### src/rtl/vga_timing_gen_pkg.sv
// Shared mode constants for the VGA raster: 800x600@60 on a 40 MHz pixel clock.
// Pixel-stage logic and future modes import the same values from here.
package vga_timing_gen_pkg;

    localparam int COUNT_W   = 11;
    localparam int COUNT_MAX = 2048;

    localparam int MODE_H_VISIBLE = 800;
    localparam int MODE_H_FRONT   = 40;
    localparam int MODE_H_SYNC    = 128;
    localparam int MODE_H_BACK    = 88;
    localparam int MODE_V_VISIBLE = 600;
    localparam int MODE_V_FRONT   = 1;
    localparam int MODE_V_SYNC    = 4;
    localparam int MODE_V_BACK    = 23;

    typedef logic [COUNT_W-1:0] coord_t;

    function automatic int axis_total(input int visible, input int front,
                                      input int sync, input int back);
        return visible + front + sync + back;
    endfunction

endpackage

### src/rtl/vga_axis.sv
// One raster axis: wrapping counter with registered terminal count and sync window.
// The next-state count is exported so the parent can register events aligned to it.
module vga_axis
    import vga_timing_gen_pkg::*;
#(
    parameter int VISIBLE  = MODE_H_VISIBLE,
    parameter int FRONT    = MODE_H_FRONT,
    parameter int SYNC     = MODE_H_SYNC,
    parameter int BACK     = MODE_H_BACK,
    parameter bit SYNC_POL = 1'b1
) (
    input  logic               i_clk,
    input  logic               i_rst,
    input  logic               i_en,
    output logic [COUNT_W-1:0] o_count,
    output logic [COUNT_W-1:0] o_next,
    output logic               o_tc,
    output logic               o_sync,
    output logic               o_visible_next
);

    localparam int TOTAL = axis_total(VISIBLE, FRONT, SYNC, BACK);
    localparam logic [COUNT_W-1:0] LAST       = COUNT_W'(TOTAL - 1);
    localparam logic [COUNT_W-1:0] SYNC_FIRST = COUNT_W'(VISIBLE + FRONT);
    localparam logic [COUNT_W-1:0] SYNC_LAST  = COUNT_W'(VISIBLE + FRONT + SYNC - 1);
    localparam logic [COUNT_W-1:0] VIS_END    = COUNT_W'(VISIBLE);

    if (TOTAL > COUNT_MAX) begin : g_bad_total
        $error("vga_axis: total of %0d does not fit the 11-bit counter", TOTAL);
    end

    logic [COUNT_W-1:0] r_count;
    logic [COUNT_W-1:0] w_next;
    logic               r_tc;
    logic               r_sync;

    always_comb begin
        w_next = r_count;
        if (i_en) begin
            if (r_count == LAST) begin
                w_next = '0;
            end else begin
                w_next = r_count + COUNT_W'(1);
            end
        end
    end

    // Reset parks the counter on its last position so the first enabled edge lands on 0.
    always_ff @(posedge i_clk or posedge i_rst) begin
        if (i_rst) begin
            r_count <= LAST;
            r_tc    <= 1'b1;
            r_sync  <= ~SYNC_POL;
        end else begin
            r_count <= w_next;
            r_tc    <= (w_next == LAST);
            r_sync  <= ((w_next >= SYNC_FIRST) && (w_next <= SYNC_LAST)) ? SYNC_POL : ~SYNC_POL;
        end
    end

    assign o_count        = r_count;
    assign o_next         = w_next;
    assign o_tc           = r_tc;
    assign o_sync         = r_sync;
    assign o_visible_next = (w_next < VIS_END);

endmodule

### src/rtl/vga_timing_gen.sv
// Free-running VGA raster generator; every output is a flop and all of them
// describe the same raster position in a given cycle.
module vga_timing_gen
    import vga_timing_gen_pkg::*;
#(
    parameter int H_VISIBLE  = MODE_H_VISIBLE,
    parameter int H_FRONT    = MODE_H_FRONT,
    parameter int H_SYNC     = MODE_H_SYNC,
    parameter int H_BACK     = MODE_H_BACK,
    parameter int V_VISIBLE  = MODE_V_VISIBLE,
    parameter int V_FRONT    = MODE_V_FRONT,
    parameter int V_SYNC     = MODE_V_SYNC,
    parameter int V_BACK     = MODE_V_BACK,
    parameter bit H_SYNC_POL = 1'b1,
    parameter bit V_SYNC_POL = 1'b1
) (
    input  logic               CLK_PIXEL,
    input  logic               RESET,
    output logic               VGA_HSYNC,
    output logic               VGA_VSYNC,
    output logic [COUNT_W-1:0] PIXEL_X,
    output logic [COUNT_W-1:0] PIXEL_Y,
    output logic               ON_SCREEN,
    output logic               LINE_START,
    output logic               FRAME_START,
    output logic               VBLANK_START
);

    localparam coord_t VBLANK_LINE = COUNT_W'(V_VISIBLE);

    coord_t w_h_next;
    coord_t w_v_next;
    logic   w_h_tc;
    logic   w_v_tc_unused;
    logic   w_h_vis_next;
    logic   w_v_vis_next;

    logic   r_on_screen;
    logic   r_line_start;
    logic   r_frame_start;
    logic   r_vblank_start;

    vga_axis #(
        .VISIBLE (H_VISIBLE),
        .FRONT   (H_FRONT),
        .SYNC    (H_SYNC),
        .BACK    (H_BACK),
        .SYNC_POL(H_SYNC_POL)
    ) u_h_axis (
        .i_clk         (CLK_PIXEL),
        .i_rst         (RESET),
        .i_en          (1'b1),
        .o_count       (PIXEL_X),
        .o_next        (w_h_next),
        .o_tc          (w_h_tc),
        .o_sync        (VGA_HSYNC),
        .o_visible_next(w_h_vis_next)
    );

    // The line advances on the same edge that the column wraps to 0.
    vga_axis #(
        .VISIBLE (V_VISIBLE),
        .FRONT   (V_FRONT),
        .SYNC    (V_SYNC),
        .BACK    (V_BACK),
        .SYNC_POL(V_SYNC_POL)
    ) u_v_axis (
        .i_clk         (CLK_PIXEL),
        .i_rst         (RESET),
        .i_en          (w_h_tc),
        .o_count       (PIXEL_Y),
        .o_next        (w_v_next),
        .o_tc          (w_v_tc_unused),
        .o_sync        (VGA_VSYNC),
        .o_visible_next(w_v_vis_next)
    );

    always_ff @(posedge CLK_PIXEL or posedge RESET) begin
        if (RESET) begin
            r_on_screen    <= 1'b0;
            r_line_start   <= 1'b0;
            r_frame_start  <= 1'b0;
            r_vblank_start <= 1'b0;
        end else begin
            r_on_screen    <= w_h_vis_next && w_v_vis_next;
            r_line_start   <= (w_h_next == '0);
            r_frame_start  <= (w_h_next == '0) && (w_v_next == '0);
            r_vblank_start <= (w_h_next == '0) && (w_v_next == VBLANK_LINE);
        end
    end

    assign ON_SCREEN    = r_on_screen;
    assign LINE_START   = r_line_start;
    assign FRAME_START  = r_frame_start;
    assign VBLANK_START = r_vblank_start;

endmodule

### config.mk
export PLATFORM = sky130hd
export DESIGN_NAME = vga_timing_gen
export DESIGN_NICKNAME = d
export VERILOG_FILES = /design/src/rtl/vga_timing_gen_pkg.sv /design/src/rtl/vga_axis.sv /design/src/rtl/vga_timing_gen.sv
export SDC_FILE = /design/constraint.sdc
export NUM_CORES = 1
export LEC_CHECK = 0
export CELL_PAD_IN_SITES_DETAIL_PLACEMENT = 0
export CELL_PAD_IN_SITES_GLOBAL_PLACEMENT = 1
export CORE_ASPECT_RATIO = 1.5
export CORE_UTILIZATION = 36
export CTS_CLUSTER_DIAMETER = 40
export CTS_CLUSTER_SIZE = 10
export DETAILED_ROUTE_END_ITERATION = 12
export PLACE_DENSITY_LB_ADDON = 0.1
export SLEW_MARGIN = 20
export SYNTH_ARGS = -nofsm -noshare
export SYNTH_HDL_FRONTEND = slang
export SYNTH_SLANG_ARGS = --single-unit
### constraint.sdc
create_clock -name CLK_PIXEL -period 2.4 [get_ports CLK_PIXEL]
set_clock_uncertainty 0.05 [all_clocks]
set_input_delay 0.36 -clock CLK_PIXEL [delete_from_list [all_inputs] [get_ports CLK_PIXEL]]
set_output_delay 0.36 -clock CLK_PIXEL [all_outputs]
set_load 0.05 [all_outputs]
* Yosys cells after proc, flatten, opt, wreduce, memory -nomap -nowiden
Cells that the tools add are included.
W data, S select, Z words.
** Word-level totals
- Flip-flop bits (word level) :: 29
- Input port bits :: 2
- Output and inout port bits :: 28
** Cells by class
- Add/subtract/negate cells :: 2
- Order comparisons :: 6
- Equal/unequal tests :: 4
- Mux-type cells :: 5
- Reduce and logical (&&, ||, !) cells :: 7
** Operators by type and width (number)
- $mux W11 :: 3
- $add A11 B1 Y11 const B :: 2
- $eq A11 B10 Y1 const B :: 2
- $eq A11 B11 Y1 const B :: 2
- $ge A11 B10 Y1 const B :: 2
- $le A11 B10 Y1 const B :: 2
- $logic_not A11 Y1 :: 2
- $lt A11 B10 Y1 const B :: 2
- $logic_and A1 B1 Y1 :: 5
- $mux W1 :: 2

* Longest topological paths before layout
Gate-level depths: netlist of the first run.
- Depth after elaboration :: 6
- Gate-level depth with buffers :: 8
- Gate-level depth less buffers :: 7

* Cells and area by module
Synthesis of the first run repeated with hierarchy kept, for this count alone.
** Second synthesis, totals
- Cell total of the unflattened synthesis :: 185
- Area total of the unflattened synthesis :: 1841.8 µm²
** Modules (own cells, without submodules)
- vga_axis at u_h_axis :: instances 1, cells each 86, area an instance 839.6 µm²
- vga_axis at u_v_axis :: instances 1, cells each 81, area an instance 800.8 µm²
- vga_timing_gen :: instances 1, cells each 18, area an instance 201.4 µm²

* Worst setup path before layout of the first run
OpenSTA, ideal clock, no wires.
- Kind :: reg-to-reg
- Start :: reg u_v_axis.r_count[0], in the netlist u_v_axis.o_count[0]
- End :: reg r_on_screen, in the netlist ON_SCREEN
- Setup time :: 120 ps
- Arrival time :: 2422 ps
- Required time :: 2230 ps
- Slack :: -192 ps
- Stages on the path, launching flop included :: 7
- Clock period less this slack :: 2592 ps
- Cell sequence :: dfstp_2 ha_1 nand4_1 nor4_1 xor2_1 or4_4 and4_1
** Between the ends
- Cells in the longest elaborated chain, start to end :: 5
** Ends and longest elaborated chain
- start: declaration :: line vga_axis.sv:32 : logic [COUNT_W-1:0] r_count;
- start signal: assignment :: line vga_axis.sv:55 : r_count <= w_next;
- $add A11 B1 Y11 or $eq A11 B10 Y1 (tied branches) :: line vga_axis.sv:43, vga_axis.sv:40
- $mux W11 * :: line vga_axis.sv:40 : if (r_count == LAST) begin
- $mux W11 * :: line vga_axis.sv:39 : if (i_en) begin
- via u_v_axis.o_next[10] :: line vga_axis.sv:16 : output logic [COUNT_W-1:0] o_next,
- $lt A11 B10 Y1 * :: line vga_axis.sv:65 : assign o_visible_next = (w_next < VIS_END);
- $logic_and A1 B1 Y1 * :: line vga_timing_gen.sv:85 : r_on_screen <= w_h_vis_next && w_v_vis_next;
- end signal: assignment :: line vga_timing_gen.sv:85
- end: declaration :: line vga_timing_gen.sv:38 : logic r_on_screen;
Mark *: on every way through the listed nets, which the timed path passes. The rest lies on a longest branch.

* Final worst setup path of the first run
- Start :: reg u_v_axis.r_count[1], in the netlist u_v_axis.o_count[1]
- End :: reg r_on_screen, in the netlist ON_SCREEN
The elaborated chain is that of the path after synthesis.

==> results.md, run 1 <==
- For the worst setup path, the data arrival time is 2.52 ns.
- The path class of the lowest-slack min-delay path is in2async.
- Setup violations remaining at the end of the flow were counted as 0.
- Setup repair after global routing could not meet its margin everywhere.
- Summed over all cells, the static leakage comes to 0.00105 uW.
- The layout overhead on the synthesized area is 35.9%.
- The final global-route overflow total is 0.
- The worst setup path is captured at a flop.
- The chip height is 89.3 microns.
- The TritonCTS clock tree is built.
- In the finished design, the share of the clock period the worst path needs comes to 99.8%.
- The critical path in this run is classified as reg2reg.
- The number of antenna diodes is 0.
- At the pin with the least slew margin, the transition time is 0.516 ns.
- After Yosys synthesis, and, or, nand and nor cells account for 32.3% of the synthesized area.
- The peak supply drop is 334 uV.
- In the routed design, unresolved DRC markers number 0.
- For this run, the leading register cell type out of synthesis is sky130_fd_sc_hd__dfrtp_1.
- The non-filler instance count after layout is 311.
- For this run, the register share of the synthesized area comes to 40.6%.
- The fraction of layout instances using a drive strength above 1 is 28.2%.
- The number of synthesized flops with an enable pin is 0.
- Timing would allow up to 417 MHz.
- The critical path launch point type is a flop.
- The initialized floorplan defines 31 standard-cell rows.
- The number of max-slew violations in the final report was 0.
- The mean number of vias per cell is 5.28.
- CTS built an H-tree with a depth of 2.
- The routed design has 5.04 mm of wire.
- After detailed placement, the design holds a cell count of 296.
- The placeable core region is 0.00485 sq mm.
- The worst relative slew slack is 65.5%.
- The floorplan step set the die width to 60.2 microns.
- The share of synthesized cell area in full adder, half adder and majority cells is 2.05%.
- The total power is 893 uW.
- The average instance in the mapped netlist occupies 9.38 sq um.
- Of the total synthesized cell area, the portion taken by XOR and XNOR cells is 7.66%.
- The cell count after synthesis is 195.
- The worst register-to-register path ends at ON_SCREEN.
- The first global-routing pass estimated 8.29 mm of wire.
- The die covers 0.00538 sq mm.
- For the worst setup path, the data required time is 2.52 ns.
- The total vias in the final route is 1642.
- The number of max-cap violations is 0.
- The number of ports placed on the die boundary is 30.
- The DRC marker count from the first detailed-route iteration is 102.
- The post-synthesis cell area is 0.00183 sq mm.
- Dividing total power by cell area gives a power density of 359 mW/mm^2.
- Of all flip-flops after synthesis, the portion carrying an async set or reset was 100%.
- The filler cell count in the final layout is 479.
- The clock slew at the register clock pins of the worst setup and hold paths is 0.06 ns.
- Yosys printed 0 warnings.
- In this run the worst setup path begins at u_v_axis.o_count[1].
- The weighted congestion at the end of routability-driven global placement is 0.930.
- The proportion of synthesized area in mux cells is 1.64%.
- The fraction of the core area covered by cells at the end of the flow is 51.3%.
- The fraction of the mapped netlist area in compound gates is 11.1%.
- The antenna violation net count after detailed routing is 0.
- The clock tree root driver cell is sky130_fd_sc_hd__clkbuf_8.
- The worst-case reg-to-reg path depth is 7.
- The pin count of the biggest net entering global routing is 30.
- After detailed routing, the average wire length per cell comes to 16.2 microns.
- The worst hold slack is 0.429 ns.
- Once detailed placement completed, the half-perimeter wirelength came to 3.77 mm.
- No sink is reached through more buffers than the 2 on the longest clock path.
- Summed over all failing endpoints, the final setup total negative slack is 0 ns.
- TritonCTS created 5 clock buffers.
- The number of different library cells used by synthesis comes to 57.
- The number of hold violations in the final report is 0.
- The port buffer count is 29.
- In this run the critical register-to-register path is launched from u_v_axis.o_count[1].
- Counting every net in the synthesized netlist gives 200.
- The initial antenna violation count is 0.
- The routed design could run at a clock period as short as 2.40 ns.
- The run finished with clean final reports.
- The number of sinks handled by clock tree synthesis is 29.
- The count of state elements after synthesis is 29.
- For this run, the total global-route usage over all layers was measured as 21.2%.
- The number of iterations in the first detailed-routing pass is 4.
- The via count of the first global-routing pass was 1723.
- Along the worst path, the maximum fanout reaches 5.
- The insertion delay of the later-clocked pin in the worst-skew pair is 0.28 ns.
- In this run, post-CTS hold repair placed 0 buffers.
- After synthesis, the largest family of logic cells by area is simple AND/OR/NAND/NOR gates.
- The initial utilization of the core area, before any placement, comes to 37.7%.
- The worst reg-to-reg setup slack is 0.004 ns.
- The post-layout net count is 249.
==> critical path: stages, from the launching register on <==
cell                      delay (ns)
sky130_fd_sc_hd__dfstp_4        0.64
sky130_fd_sc_hd__ha_4           0.17
sky130_fd_sc_hd__nand4_1        0.17
sky130_fd_sc_hd__buf_4          0.21
sky130_fd_sc_hd__nor4_4         0.15
sky130_fd_sc_hd__xor2_1         0.16
sky130_fd_sc_hd__or4_4          0.56
sky130_fd_sc_hd__and4_1         0.17
==> state kept, by name, summed over array words and instances (netlist names) <==
name	count
FRAME_START	1
LINE_START	1
ON_SCREEN	1
VBLANK_START	1
u_h_axis.o_count	11
u_h_axis.o_sync	1
u_h_axis.o_tc	1
u_v_axis.o_count	11
u_v_axis.o_sync	1
==> cell usage in the layout, fill, tap and decap left out, types with 2 or more instances in the layout <==
| cell | Yosys | final |
|---|---|---|
| sky130_fd_sc_hd__and4_1 | 4 | 4 |
| sky130_fd_sc_hd__nand2_2 | 2 | 2 |
| sky130_fd_sc_hd__clkdlybuf4s50_1 | 0 | 29 |
| sky130_fd_sc_hd__nand3b_1 | 2 | 2 |
| sky130_fd_sc_hd__nand3_1 | 8 | 8 |
| sky130_fd_sc_hd__o21ai_0 | 4 | 3 |
| sky130_fd_sc_hd__buf_4 | 3 | 23 |
| sky130_fd_sc_hd__and4_2 | 2 | 2 |
| sky130_fd_sc_hd__nor2_1 | 14 | 14 |
| sky130_fd_sc_hd__or2_2 | 3 | 3 |
| sky130_fd_sc_hd__or4_4 | 1 | 2 |
| sky130_fd_sc_hd__a21oi_1 | 6 | 5 |
| sky130_fd_sc_hd__or3_1 | 2 | 2 |
| sky130_fd_sc_hd__or4b_4 | 1 | 2 |
| sky130_fd_sc_hd__clkinv_2 | 0 | 2 |
| sky130_fd_sc_hd__a21o_1 | 2 | 2 |
| sky130_fd_sc_hd__dfrtp_1 | 16 | 16 |
| sky130_fd_sc_hd__and3_1 | 3 | 3 |
| sky130_fd_sc_hd__nand2b_1 | 4 | 4 |
| sky130_fd_sc_hd__nor2b_1 | 4 | 4 |
| sky130_fd_sc_hd__nor3_1 | 5 | 3 |
| sky130_fd_sc_hd__and2_1 | 3 | 2 |
| sky130_fd_sc_hd__dfstp_4 | 0 | 2 |
| sky130_fd_sc_hd__nand4_1 | 5 | 5 |
| sky130_fd_sc_hd__nor3_2 | 2 | 4 |
| sky130_fd_sc_hd__dfstp_2 | 13 | 11 |
| sky130_fd_sc_hd__xor2_1 | 5 | 5 |
| sky130_fd_sc_hd__mux2i_1 | 3 | 3 |
| sky130_fd_sc_hd__xnor2_1 | 11 | 11 |
| sky130_fd_sc_hd__or4_1 | 3 | 2 |
| sky130_fd_sc_hd__nand2_1 | 18 | 18 |
| sky130_fd_sc_hd__o221ai_1 | 2 | 2 |
| sky130_fd_sc_hd__clkbuf_8 | 0 | 5 |
| sky130_fd_sc_hd__ha_1 | 3 | 2 |
| sky130_fd_sc_hd__inv_1 | 9 | 9 |
==> layer usage <==
| metal | vias up | wire [microns] | global-route usage [%] |
|---|---|---|---|
| li1 | 796 | - | - |
| met1 | 795 | 1950 | 22.5 |
| met2 | 36 | 2830 | 40.0 |
| met3 | 15 | 99 | 3.18 |
| met4 | 0 | 160 | 9.09 |
| met5 | - | 0 | 0 |
==> cell families after synthesis <==
logic type,Yosys count
compound gates,28
xor+xnor,16
fa+ha+maj,3
buf+inv,19
flops,29
mux,3
simple gates,97
==> metrics by stage <==
| step | setup slack [ns] | area, sq um |
|---|---|---|
| final | 0.00387 | 2490 |
| after global routing | -0.0855 | 2490 |
| after CTS | 0.00190 | 2420 |
| after detailed placement | -0.0589 | 2300 |
| after global placement | 0.0354 | 2300 |
| after floorplan | 0.0142 | 1860 |
==> timing repair <==
| action | 4_1_cts | 5_1_grt |
|---|---|---|
| buffers inserted | 3 | 4 |
| setup endpoints to repair | 3 | 5 |
| resized for setup | 4 | 7 |
| pin swaps | 7 | 4 |
==> Yosys cell counts (3+ instances only) <==
library cell / count / area share, %
sky130_fd_sc_hd__and2_1: 3 / 1.0
sky130_fd_sc_hd__nand2_1: 18 / 3.7
sky130_fd_sc_hd__or4_1: 3 / 1.2
sky130_fd_sc_hd__and4_1: 4 / 1.9
sky130_fd_sc_hd__dfstp_2: 13 / 19
sky130_fd_sc_hd__nor2_1: 14 / 2.9
sky130_fd_sc_hd__dfrtp_1: 16 / 22
sky130_fd_sc_hd__xnor2_1: 11 / 5.3
sky130_fd_sc_hd__nand2b_1: 4 / 1.4
sky130_fd_sc_hd__nand3_1: 8 / 2.2
sky130_fd_sc_hd__nand4_1: 5 / 1.7
sky130_fd_sc_hd__o21ai_0: 4 / 1.1
sky130_fd_sc_hd__a21oi_1: 6 / 1.6
sky130_fd_sc_hd__xor2_1: 5 / 2.4
sky130_fd_sc_hd__nor2b_1: 4 / 1.4
sky130_fd_sc_hd__clkbuf_1: 5 / 1.0
sky130_fd_sc_hd__mux2i_1: 3 / 1.6
sky130_fd_sc_hd__and3_1: 3 / 1.0
sky130_fd_sc_hd__ha_1: 3 / 2.1
sky130_fd_sc_hd__nor3_1: 5 / 1.4
sky130_fd_sc_hd__or2_2: 3 / 1.0
sky130_fd_sc_hd__buf_4: 3 / 1.2
sky130_fd_sc_hd__inv_1: 9 / 1.8
==> worst max path at each step <==
stage	end	slack, ns	cells after the start
3_5_place_dp	FRAME_START	-0.06	7
5_1_grt	FRAME_START	-0.09	7
4_1_cts	ON_SCREEN	0.002	7
2_1_floorplan	ON_SCREEN	0.01	7
6_report	ON_SCREEN	0.004	7
3_3_place_gp	ON_SCREEN	0.04	7
==> final cells by class <==
class                           count  area, sq um  share of cell area (%)
Clock buffer                        6         72.6                    2.92
Clock inverter                      2         10.0                   0.403
Inverter                            9         33.8                    1.36
Multi-Input combinational cell    147         1070                    43.2
Sequential cell                    29          749                    30.1
Tap cell                           66         82.6                    3.32
Timing Repair Buffer               52          463                    18.6
==> report_power, final <==
group / internal (uW) / switching (uW) / leakage [uW]
logic: 2.62 / 9.97 / 0.000660
clock network: 200 / 190 / 0.0000450
registers: 490 / 0 / 0.000350
total: 693 / 200 / 0.00105
(Power assumes the default switching activity.)
==> inputs of run 2 (changes only) <==
--- a/config.mk
+++ b/config.mk
@@ -12,6 +12,7 @@
 export CTS_CLUSTER_DIAMETER = 40
 export CTS_CLUSTER_SIZE = 10
 export DETAILED_ROUTE_END_ITERATION = 12
+export GPL_TIMING_DRIVEN = 0
 export PLACE_DENSITY_LB_ADDON = 0.1
 export SLEW_MARGIN = 20
 export SYNTH_ARGS = -nofsm -noshare
==> results.md, run 2 (synthesis gave the netlist of run 1 again) <==
- The classification of the worst setup path is reg2reg (unchanged).
- The weighted congestion at the end of routability-driven global placement came to 0.800 (was 0.930).
- The total die area is 0.00538 sq mm (unchanged).
- The total vias in the final route came to 1676 (was 1642).
- The starting density of the core is 37.7% (unchanged).
- The number of iterations in the first detailed-routing pass was 4 (unchanged).
- The critical-path maximum fanout was 4 (was 5).
- The fraction of layout instances using a drive strength above 1 is 32.0% (was 28.2%).
- The antenna violation net count after detailed routing is 0 (unchanged).
- The number of placement rows is 31 (unchanged).
- The chip height is 89.3 microns (unchanged).
- The number of remaining DRC errors is 0 (unchanged).
- The DRC marker count from the first detailed-route iteration is 131 (was 102).
- The number of sinks handled by clock tree synthesis is 29 (unchanged).
- The critical path's slowest cell is sky130_fd_sc_hd__dfstp_4 (unchanged).
- The wire length per cell after detailed routing is 15.3 microns (was 16.2 microns).
- The fmax is 420 MHz (was 417 MHz).
- The number of max-cap violations is 0 (unchanged).
- The mean number of vias per cell is 5.30 (was 5.28).
- The worst relative slew slack is 58.1% (was 65.5%).
- The number of setup violations in the final report is 0 (unchanged).
- The launch point of the critical path is u_v_axis.o_count[0] (was u_v_axis.o_count[1]).
- The final design instance area without fill was 0.00261 sq mm (was 0.00249 sq mm).
- The sum of routed wire length over all layers is 4.85 mm (was 5.04 mm).
- The number of antenna diodes is 0 (unchanged).
- The type of element capturing the critical path was a flop (unchanged).
- The placed wire-length estimate was 3.30 mm (was 3.77 mm).
- The total leakage power is 0.00111 uW (was 0.00105 uW).
- The clock slew at the register clock pins of the worst setup and hold paths was 0.07 ns (was 0.06 ns).
- The number of hold buffers added after CTS is 0 (unchanged).
- The via count of the first global-routing pass is 1739 (was 1723).
- The insertion delay of the later-clocked pin in the worst-skew pair is 0.27 ns (was 0.28 ns).
- The critical path launch point type is a flop (unchanged).
- Ordered cell list for the critical path: ha_4 -> nand4_1 -> buf_6 -> and2_1 -> a221oi_4 -> inv_1 -> or4_4 -> a211oi_2 (was ha_4 -> nand4_1 -> buf_4 -> nor4_4 -> xor2_1 -> or4_4 -> and4_1).
- The post-route fraction of the period consumed by the critical path is 99.2% (was 99.8%).
- The clock tree root driver cell is sky130_fd_sc_hd__clkbuf_8 (unchanged).
- The most common library cell in the layout ignoring fill and taps is sky130_fd_sc_hd__clkdlybuf4s50_1 (unchanged).
- The minimum period implied by the final worst setup slack was 2.38 ns (was 2.40 ns).
- The number of ports placed on the die boundary is 30 (unchanged).
- The filler cell count in the final layout is 443 (was 479).
- The instance area at placement is 0.00223 sq mm (was 0.00230 sq mm).
- The layout overhead on the synthesized area was 42.9% (was 35.9%).
- The post-place setup slack is -0.171 ns (was -0.0589 ns).
- Commonest non-fill, non-tap cells in the layout: 29 x sky130_fd_sc_hd__clkdlybuf4s50_1, 20 x sky130_fd_sc_hd__buf_4, 18 x sky130_fd_sc_hd__nand2_1 (was 29 x sky130_fd_sc_hd__clkdlybuf4s50_1, 23 x sky130_fd_sc_hd__buf_4, 18 x sky130_fd_sc_hd__nand2_1).
- The reg-to-reg startpoint is u_v_axis.o_count[0] (was u_v_axis.o_count[1]).
- The peak supply drop was 177 uV (was 334 uV).
- The pin slew with the least headroom to its limit is 0.628 ns (was 0.516 ns).
- The number of max-slew violations in the final report came to 0 (unchanged).
- The power density over cell area is 342 mW/mm^2 (was 359 mW/mm^2).
- The minimum setup slack in the final design is 0.0184 ns (was 0.00387 ns).
- RSZ-0062 raised after global routing: yes (unchanged).
- The placeable core region is 0.00485 sq mm (unchanged).
- The required time reported for the critical path endpoint came to 2.54 ns (was 2.52 ns).
- The depth of the CTS H-tree was 2 (unchanged).
- The overall routing resource usage is 20.3% (was 21.2%).
- The maximum cell stage delay along the critical path is 0.64 ns (about the same).
- The TritonCTS clock tree is built (unchanged).
- The number of hold violations in the final report was 0 (unchanged).
- The die span in x is 60.2 microns (unchanged).
- Run status: finished, final reports clean (unchanged).
- The initial antenna violation count is 0 (unchanged).
- The gate family responsible for the most delay along the worst path is simple AND/OR/NAND/NOR gates (unchanged).
- The global-route wire length before repair is 8.16 mm (was 8.29 mm).
- The CTS buffer count is 5 (unchanged).
- The post-layout net count is 254 (was 249).
- The maximum buffer depth of the clock tree is 2 (unchanged).
- The path class of the lowest-slack min-delay path is in2async (unchanged).
- The buffers plus inverters on the worst setup path was 2 (was 1).
- The pin count of the biggest net entering global routing is 30 (unchanged).
- The port buffer count is 29 (unchanged).
- The critical path data arrival time is 2.52 ns (about the same).
- The final global-route overflow total is 0 (unchanged).
[run 2: cell count changes in the layout (fill, tap and decap cells not counted), moves of 2 or more]
| cell | delta |
|---|---|
| sky130_fd_sc_hd__nor3_2 | -3 |
| sky130_fd_sc_hd__buf_2 | +2 |
| sky130_fd_sc_hd__buf_4 | -3 |
| sky130_fd_sc_hd__xor2_2 | +2 |
| sky130_fd_sc_hd__buf_6 | +3 |
| sky130_fd_sc_hd__nor3_4 | +4 |
| sky130_fd_sc_hd__clkbuf_1 | +2 |
| sky130_fd_sc_hd__xnor2_2 | +3 |
| sky130_fd_sc_hd__xor2_1 | -2 |
| sky130_fd_sc_hd__xnor2_1 | -3 |
[run 2: power breakdown]
group          switching (uW)  internal, uW  leakage [uW]  total (uW)
registers                   0           490      0.000350         490
logic                    9.77          1.57      0.000713        11.3
clock network             191           201     0.0000450         392
total                     201           692       0.00111         893
[run 2: path summary, 6_finish.rpt]
kind / cells after the start / slack [ns] / endpoint
max: 8 / 0.02 / FRAME_START
min: 2 / 0.43 / VBLANK_START
max reg2reg: 8 / 0.02 / FRAME_START
min reg2reg: 1 / 0.49 / u_h_axis.o_count[0]
max in group asynchronous: 2 / 1.45 / u_h_axis.o_count[7]
min in group CLK_PIXEL: 1 / 0.49 / u_h_axis.o_count[0]
[run 2: layout make-up]
class	count	area (sq um)	area share, %
multi-input cells	147	1170	44.7
flip-flops and latches	29	749	28.7
repair buffers	49	452	17.3
well taps	66	82.6	3.16
clock buffers	6	72.6	2.78
plain buffers	8	45.0	1.72
inverters	9	33.8	1.29
clock inverters	2	10.0	0.383
[run 2: timing repair]
item	CTS	global route
pin swaps	8	9
resized for setup	8	22
setup buffers	14	7
setup endpoints to repair	6	6
[run 2: through the flow]
step | cells | total power [uW] | TNS (ns) | hold WS (ns) | util, %
floorplan | 195 | 505 | 0 | 0.378 | -
global placement | 290 | 510 | -0.514 | 0.459 | 46.0
detailed placement | 290 | 510 | -0.615 | 0.473 | 46.0
CTS | 310 | 914 | 0 | 0.445 | 50.7
global route | 316 | 937 | -0.0366 | 0.492 | 53.9
finish | 316 | 893 | 0 | 0.434 | 53.9
[run 2: routing by layer]
metal	vias up	global-route usage, %	wire length [microns]
li1	804	-	-
met1	837	23.0	1940
met2	27	35.7	2720
met3	8	2.89	77
met4	0	11.4	110
met5	-	0	0
